==> config.mk <==
export PLATFORM = sky130hd
export DESIGN_NAME = smm_tile_accum
export DESIGN_NICKNAME = d
export VERILOG_FILES = /design/src/rtl/smm_tile_accum.sv
export SDC_FILE = /design/constraint.sdc
export NUM_CORES = 1
export LEC_CHECK = 0
export BUFFER_PORTS_ARGS = -buffer_cell sky130_fd_sc_hd__buf_2
export CAP_MARGIN = 20
export CORE_ASPECT_RATIO = 0.8
export CORE_MARGIN = 1.5
export CORE_UTILIZATION = 30
export CTS_BUF_LIST = sky130_fd_sc_hd__clkbuf_4 sky130_fd_sc_hd__clkbuf_8 sky130_fd_sc_hd__clkbuf_16
export CTS_CLUSTER_SIZE = 30
export DETAILED_ROUTE_END_ITERATION = 8
export GPL_TIMING_DRIVEN = 0
export PLACE_DENSITY_LB_ADDON = 0.08
export SYNTH_ARGS = -nofsm -noshare
export SYNTH_HDL_FRONTEND = slang
export SYNTH_SLANG_ARGS = --single-unit
==> constraint.sdc <==
create_clock -name clk -period 5.9 [get_ports clk]
set_clock_uncertainty 0.15 [all_clocks]
set_input_delay 1.475 -clock clk [delete_from_list [all_inputs] [get_ports clk]]
set_output_delay 1.475 -clock clk [all_outputs]
set_load 0.03 [all_outputs]
==> src/rtl/smm_tile_accum.sv <==
// K-deep accumulator for packed 4-lane partial-product tiles, with a registered valid/ready output.
// Define SMM_ACC_SAT_EN for saturating lane adds and a sticky sat_flag; otherwise adds wrap and sat_flag is 0.
module smm_tile_accum #(
    parameter int BLOCKSIZE = 32,
    parameter int DATAWIDTH = BLOCKSIZE*4,
    parameter int ACCWIDTH  = 40,
    parameter int KW        = 8
) (
    input  logic                  clk,
    input  logic                  rst,
    input  logic                  clear,
    input  logic [KW-1:0]         k_len,
    input  logic [DATAWIDTH-1:0]  C_in,
    input  logic                  in_sel,
    input  logic                  in_valid,
    output logic                  in_ready,
    output logic [4*ACCWIDTH-1:0] acc_out,
    output logic                  out_valid,
    input  logic                  out_ready,
    output logic                  sat_flag
);

    localparam logic ST_IDLE  = 1'b0;
    localparam logic ST_ACCUM = 1'b1;

    logic                  state_q, state_d;
    logic [KW-1:0]         klat_q, klat_d;
    logic [KW-1:0]         cnt_q, cnt_d;
    logic [ACCWIDTH-1:0]   acc_q [4];
    logic [ACCWIDTH-1:0]   acc_d [4];
    logic [4*ACCWIDTH-1:0] acc_out_q, acc_out_d;
    logic                  out_valid_q, out_valid_d;

    logic [ACCWIDTH-1:0]   ext [4];
    logic [ACCWIDTH-1:0]   sum [4];
    logic [3:0]            lane_en;
    logic [KW-1:0]         k_eff;
    logic [KW-1:0]         k_now;
    logic                  accept;

`ifdef SMM_ACC_SAT_EN
    logic                  sat_q, sat_d;
    logic [ACCWIDTH:0]     wide [4];
    logic [3:0]            lane_ovf;
`endif

    assign in_ready  = !clear && (!out_valid_q || out_ready);
    assign accept    = in_valid && in_ready;
    assign acc_out   = acc_out_q;
    assign out_valid = out_valid_q;
    assign k_eff     = (k_len == '0) ? KW'(1) : k_len;
    assign k_now     = (state_q == ST_IDLE) ? k_eff : klat_q;

`ifdef SMM_ACC_SAT_EN
    assign sat_flag = sat_q;
`else
    assign sat_flag = 1'b0;
`endif

    // Accumulators are always zero in IDLE, so the first-beat load is the same add path.
    always_comb begin
        for (int unsigned i = 0; i < 4; i++) begin
            ext[i]     = ACCWIDTH'($signed(C_in[i*BLOCKSIZE +: BLOCKSIZE]));
            lane_en[i] = !in_sel || (i % 2 == 1);
`ifdef SMM_ACC_SAT_EN
            wide[i]     = {acc_q[i][ACCWIDTH-1], acc_q[i]} + {ext[i][ACCWIDTH-1], ext[i]};
            lane_ovf[i] = lane_en[i] && (wide[i][ACCWIDTH] != wide[i][ACCWIDTH-1]);
            if (wide[i][ACCWIDTH] != wide[i][ACCWIDTH-1])
                sum[i] = wide[i][ACCWIDTH] ? {1'b1, {(ACCWIDTH-1){1'b0}}}
                                           : {1'b0, {(ACCWIDTH-1){1'b1}}};
            else
                sum[i] = wide[i][ACCWIDTH-1:0];
`else
            sum[i] = acc_q[i] + ext[i];
`endif
        end
    end

    always_comb begin
        state_d     = state_q;
        klat_d      = klat_q;
        cnt_d       = cnt_q;
        acc_d       = acc_q;
        acc_out_d   = acc_out_q;
        out_valid_d = out_valid_q && !out_ready;
`ifdef SMM_ACC_SAT_EN
        sat_d       = sat_q;
`endif
        if (clear) begin
            for (int unsigned i = 0; i < 4; i++) acc_d[i] = '0;
            cnt_d   = '0;
            state_d = ST_IDLE;
        end else if (accept) begin
            if (state_q == ST_IDLE) klat_d = k_eff;
            for (int unsigned i = 0; i < 4; i++)
                if (lane_en[i]) acc_d[i] = sum[i];
`ifdef SMM_ACC_SAT_EN
            sat_d = sat_q || (lane_ovf != '0);
`endif
            cnt_d = cnt_q + 1'b1;
            if (cnt_d == k_now) begin
                // Finishing beat overrides any drain of the previous tile in the same edge.
                for (int unsigned i = 0; i < 4; i++) begin
                    acc_out_d[i*ACCWIDTH +: ACCWIDTH] = acc_d[i];
                    acc_d[i] = '0;
                end
                cnt_d       = '0;
                state_d     = ST_IDLE;
                out_valid_d = 1'b1;
            end else begin
                state_d = ST_ACCUM;
            end
        end
    end

    always_ff @(posedge clk or negedge rst) begin
        if (!rst) begin
            state_q     <= ST_IDLE;
            klat_q      <= '0;
            cnt_q       <= '0;
            for (int unsigned i = 0; i < 4; i++) acc_q[i] <= '0;
            acc_out_q   <= '0;
            out_valid_q <= 1'b0;
`ifdef SMM_ACC_SAT_EN
            sat_q       <= 1'b0;
`endif
        end else begin
            state_q     <= state_d;
            klat_q      <= klat_d;
            cnt_q       <= cnt_d;
            for (int unsigned i = 0; i < 4; i++) acc_q[i] <= acc_d[i];
            acc_out_q   <= acc_out_d;
            out_valid_q <= out_valid_d;
`ifdef SMM_ACC_SAT_EN
            sat_q       <= sat_d;
`endif
        end
    end

endmodule

* After elaboration in Yosys (flattened, before gate mapping)
Cells that the tools add are included.
** Storage, ports and cells
- Register bits after elaboration :: 338
- Bits of input ports :: 142
- Logic and storage cells :: 43
** Operators by class
- Add/sub/neg operators :: 5
- Equality and inequality tests :: 1
- Mux-type cells :: 16
- Bitwise operators :: 1
- Reductions and logical operators :: 11
** Operator list (count)
- 160-bit 2-to-1 mux :: 3
- 40-bit adder :: 4
- 40-bit 2-to-1 mux :: 2
- 8-bit 2-to-1 mux :: 5
- 8-bit by 1-bit adder with 8-bit output, second input constant :: 1
- 8-bit == test :: 1
- 8-bit zero test :: 1
- 1-bit 2-to-1 mux :: 6
- 1-bit logical AND :: 3
- 1-bit zero test :: 3
- 3-bit AND reduction :: 1
- 2-bit AND reduction :: 1
- 2-bit nonzero test :: 1
- 1-bit logical OR :: 1
- 1-bit inverter :: 1

* Logic depth before layout (Yosys ltp)
- Word-level depth :: 7
- Mapped depth :: 14
- Depth with buffers taken out :: 14

* Worst setup path after synthesis
OpenSTA, ideal clock, no wires.
- Kind :: input port to flip-flop
- From :: in C_in[32]
- To :: reg acc_out_q[72], in the netlist acc_out[72]
- Setup time :: 0.125 ns
- Arrival :: 3.988 ns
- Required time :: 5.625 ns
- Setup slack :: 1.637 ns
- Stages :: 14
- Path buffers :: 0
- Cell sequence :: ha_1 -> inv_1 -> fa_1 -> nor2b_1 -> o21ai_2 -> a21boi_1 -> o41ai_1 -> a21oi_1 -> o31a_1 -> o31a_1 -> a31oi_2 -> o221ai_1 -> xor2_1 -> mux2_2
** On the way
- Longest elaborated chain between the ends :: 1
** RTL lines
- from (decl) :: RTL line 13 : input logic [DATAWIDTH-1:0] C_in,
- 40-bit adder :: RTL line 74 : sum[i] = acc_q[i] + ext[i];
- to (signal assigned) :: RTL line 132 : acc_out_q <= acc_out_d;
- to (decl) :: RTL line 31 : logic [4*ACCWIDTH-1:0] acc_out_q, acc_out_d;
No other way between the ends.
A chain may end at the register's enable or synchronous reset.

* Worst setup path in the final report
Ends and elaborated chain as after synthesis.

==> results_dict.tcl <==
set metrics [dict create \
    n_antenna_cell 0 \
    grt_usage_pct 20.4 \
    status "completed" \
    crit_type "in -> reg" \
    fmax_mhz 211 \
    finalSetupViolCount 0 \
    final-seq-area_um2 8460 \
    path_delay_family "compound AO/OA/AOI/OAI gates" \
    cts_sinks 338 \
    drive_gt1_share_pct 16.2 \
    fillers 7387 \
    clock_latency_ns 0.59 \
    switching_share_pct 37.7 \
    p_leak_nw 13.2 \
    dr.first_iter.drc_count 1072 \
    die_y_um 242 \
    cp-end-kind "register" \
    tightest_slew_ns 1.05 \
    die_x_um 302 \
    routed_wl_um 75800 \
    maxSlewViolCount 0 \
    post_cts_buffers 0 \
    path_common_cell "o31a_1" \
    p_seq_share_pct 32.5 \
    synth_top_area_cell "dfrtp_1" \
    ant_nets 0 \
    slew_headroom_pct 29.7 \
    critPathLaunchType "primary input" \
    cp_cell_sequence "buf_2 -> ha_1 -> inv_1 -> fa_1 -> nor2b_1 -> o21ai_2 -> a21boi_1 -> o41ai_1 -> a21oi_1 -> o31a_1 -> o31a_1 -> a31oi_2 -> o221ai_1 -> xor2_1 -> mux2_2" \
    arrival_ns 5.04 \
    p_sw_mw 3.36 \
    cts_root_buffer "clkbuf_16" \
    initial_utilization_pct 30.3 \
    dr.pass1.iters 5 \
    tritoncts "done" \
    synth.distinct_cells 79 \
    ys_warn_count 0 \
    drc 0 \
    postCtsResizedCells 0 \
    routed-via-count 19000 \
    avgSynthCellArea_um2 8.96 \
    comb_power_share_pct 36.8 \
    final_area_um2 25600 \
    ys_ff_latch 338 \
    power_density_nw_per_um2 348 \
    critPathMaxStageDelay_ns 0.72 \
    irDropWorstVdd_mv 0.152 \
    clockBufferDepth 3 \
    ys.flop_type "dfrtp_1" \
    power.share.clock_pct 30.8 \
    multi_input_area_um2 12300 \
    grt_max_degree 111 \
    core_um2 70500 \
    portBuffers 303 \
    wl_per_cell_um 20.5 \
    layout.nets 3044 \
    grt_pass1_vias 18700 \
    fin_crit_sh_pct 80.3 \
    io_pins 305 \
    yosysMostFrequentCell "nand2_1" \
    syn-instance-count 2388 \
    ys_async_sr_fraction_pct 100 \
    cp.required_ns 6.20 \
    p_int_mw 5.55 \
    synth_edf_count 0 \
    rsz0062_at_grt "no" \
    timing.final.crit_period_ns 4.74 \
    critPathBufInv 2 \
    cts_hold_buffers 0 \
    antenna_found_initial 0 \
    worst_hold_path_type "reg -> reg" \
    hpwl_um 58400 \
    grt_first_pass_wirelength_um 114000 \
    finalHoldViolCount 0 \
    placed_area_um2 24200 \
    synth_top_area_share_pct 39.5 \
    synth_fp_nets 2691 \
    vias_per_cell 5.12 \
    synth.top_cells.by_count "451 x nand2_1, 338 x dfrtp_1, 195 x a21oi_1" \
    setup_tns_ns 0 \
    gp_congestion 0.874 \
    yosys-top-cells-area "dfrtp_1 40%, ha_1 9.2%, nand2_1 7.9%" \
    synth_area_um2 21400 \
    numCtsBuffers 43 \
    rows 87 \
    dieArea_um2 73000 \
    clk_pin_slew_ns 0.06 \
    overflow 0 \
    crit_path_top_delay_cell "o41ai_1" \
    maxCapViolCount 0 \
    path_max_fanout 4 \
    ys_seq_area_share_pct 39.5 \
    syn2layout_area_growth_pct 19.8 \
    h-tree-depth 2 \
]
[sequential cells by signal, summed over array words and instances (netlist names)]
register	cells
acc_q	160
state_q	1
klat_q	8
cnt_q	8
acc_out	160
out_valid	1
[kinds of logic (layout without fill, tap and decap cells)]
family | Yosys count | count (layout) | synth area share (%)
AO/OA/AOI/OAI | 775 | 775 | 23.9
XOR/XNOR | 160 | 160 | 6.55
adder cells (fa/ha/maj) | 161 | 161 | 9.55
buffers and inverters | 167 | 548 | 3.10
flip-flops | 338 | 338 | 39.5
multiplexers | 58 | 58 | 2.83
other | 1 | 1 | 0.0175
AND/OR/NAND/NOR | 728 | 728 | 14.5
[layout by cell type, fill, tap and decap left out, types with 24 or more instances in the layout]
cell and instances:
nand2_1 451, dfrtp_1 338, buf_2 320, a21oi_1 195, o21ai_0 184, ha_1 157, a22o_1 130, nor2_1 113
xnor2_1 103, clkbuf_1 100, a21o_1 87, xor2_1 57, clkbuf_16 45, inv_1 40, mux2i_1 38, nand3_1 38
a31oi_1 27, nand4_1 25, o21a_1 24
[worst paths after layout]
check / cells after the start / to / start / slack [ns]
max: 15 / acc_out[72]$_DFFE_PN0P_ / C_in[32] / 1.16
min: 2 / acc_out[68]$_DFFE_PN0P_ / acc_out[68]$_DFFE_PN0P_ / 0.31
max reg2reg: 14 / acc_out[72]$_DFFE_PN0P_ / acc_q[80]$_DFFE_PN0P_ / 1.82
min reg2reg: 2 / acc_out[68]$_DFFE_PN0P_ / acc_out[68]$_DFFE_PN0P_ / 0.31
max in group asynchronous: 3 / acc_q[144]$_DFFE_PN0P_ / rst / 3.61
min in group asynchronous: 1 / acc_out[140]$_DFFE_PN0P_ / rst / 0.69
[final cells by class]
| cell class | instances | area share (%) |
|---|---|---|
| Multi-Input combinational cell | 1883 | 47.9 |
| Sequential cell | 338 | 33.0 |
| Timing Repair Buffer | 308 | 6.36 |
| Clock buffer | 60 | 5.03 |
| Tap cell | 934 | 4.56 |
| Buffer | 126 | 1.99 |
| Inverter | 41 | 0.600 |
| Clock inverter | 13 | 0.571 |
[per-layer routing]
metal	GRT usage, %	wire length (um)
met5	0	0
met3	3.16	3580
met1	30.9	38700
met2	29.9	31800
met4	5.18	1730
[power groups by stage]
stage | clock network (mW) | logic, mW | registers [mW]
5_1_grt | 2.92 | 3.63 | 2.94
2_1_floorplan | 0 | 2.12 | 3.15
6_report | 2.74 | 3.28 | 2.89
3_5_place_dp | 0 | 3.26 | 2.93
3_3_place_gp | 0 | 3.25 | 2.93
4_1_cts | 2.83 | 3.28 | 2.90
[metrics by stage]
stage / setup slack, ns / util, % / power, mW / instances / hold WS [ns]
final: 1.16 / 36.3 / 8.92 / 3703 / 0.315
after global routing: 0.876 / 36.3 / 9.49 / 3703 / 0.339
after CTS: 1.28 / 36.3 / 9.01 / 3702 / 0.320
after detailed placement: 0.677 / 34.3 / 6.19 / 3629 / 0.304
after global placement: -4.00 / 34.1 / 6.17 / 3625 / 0.304
after floorplan: 1.64 / - / 5.26 / 2388 / 0.304
[worst register-to-register path, stage by stage (launching register included)]
cell and delay, ns:
dfrtp_1 0.38, ha_1 0.20, inv_1 0.08, fa_1 0.21, nor2b_1 0.07, o21ai_2 0.12, a21boi_1 0.13, o41ai_1 0.72
a21oi_1 0.31, o31a_1 0.36, o31a_1 0.34, a31oi_2 0.29, o221ai_1 0.16, xor2_1 0.18, mux2_2 0.27
Power figures use the tool's default switching activity.
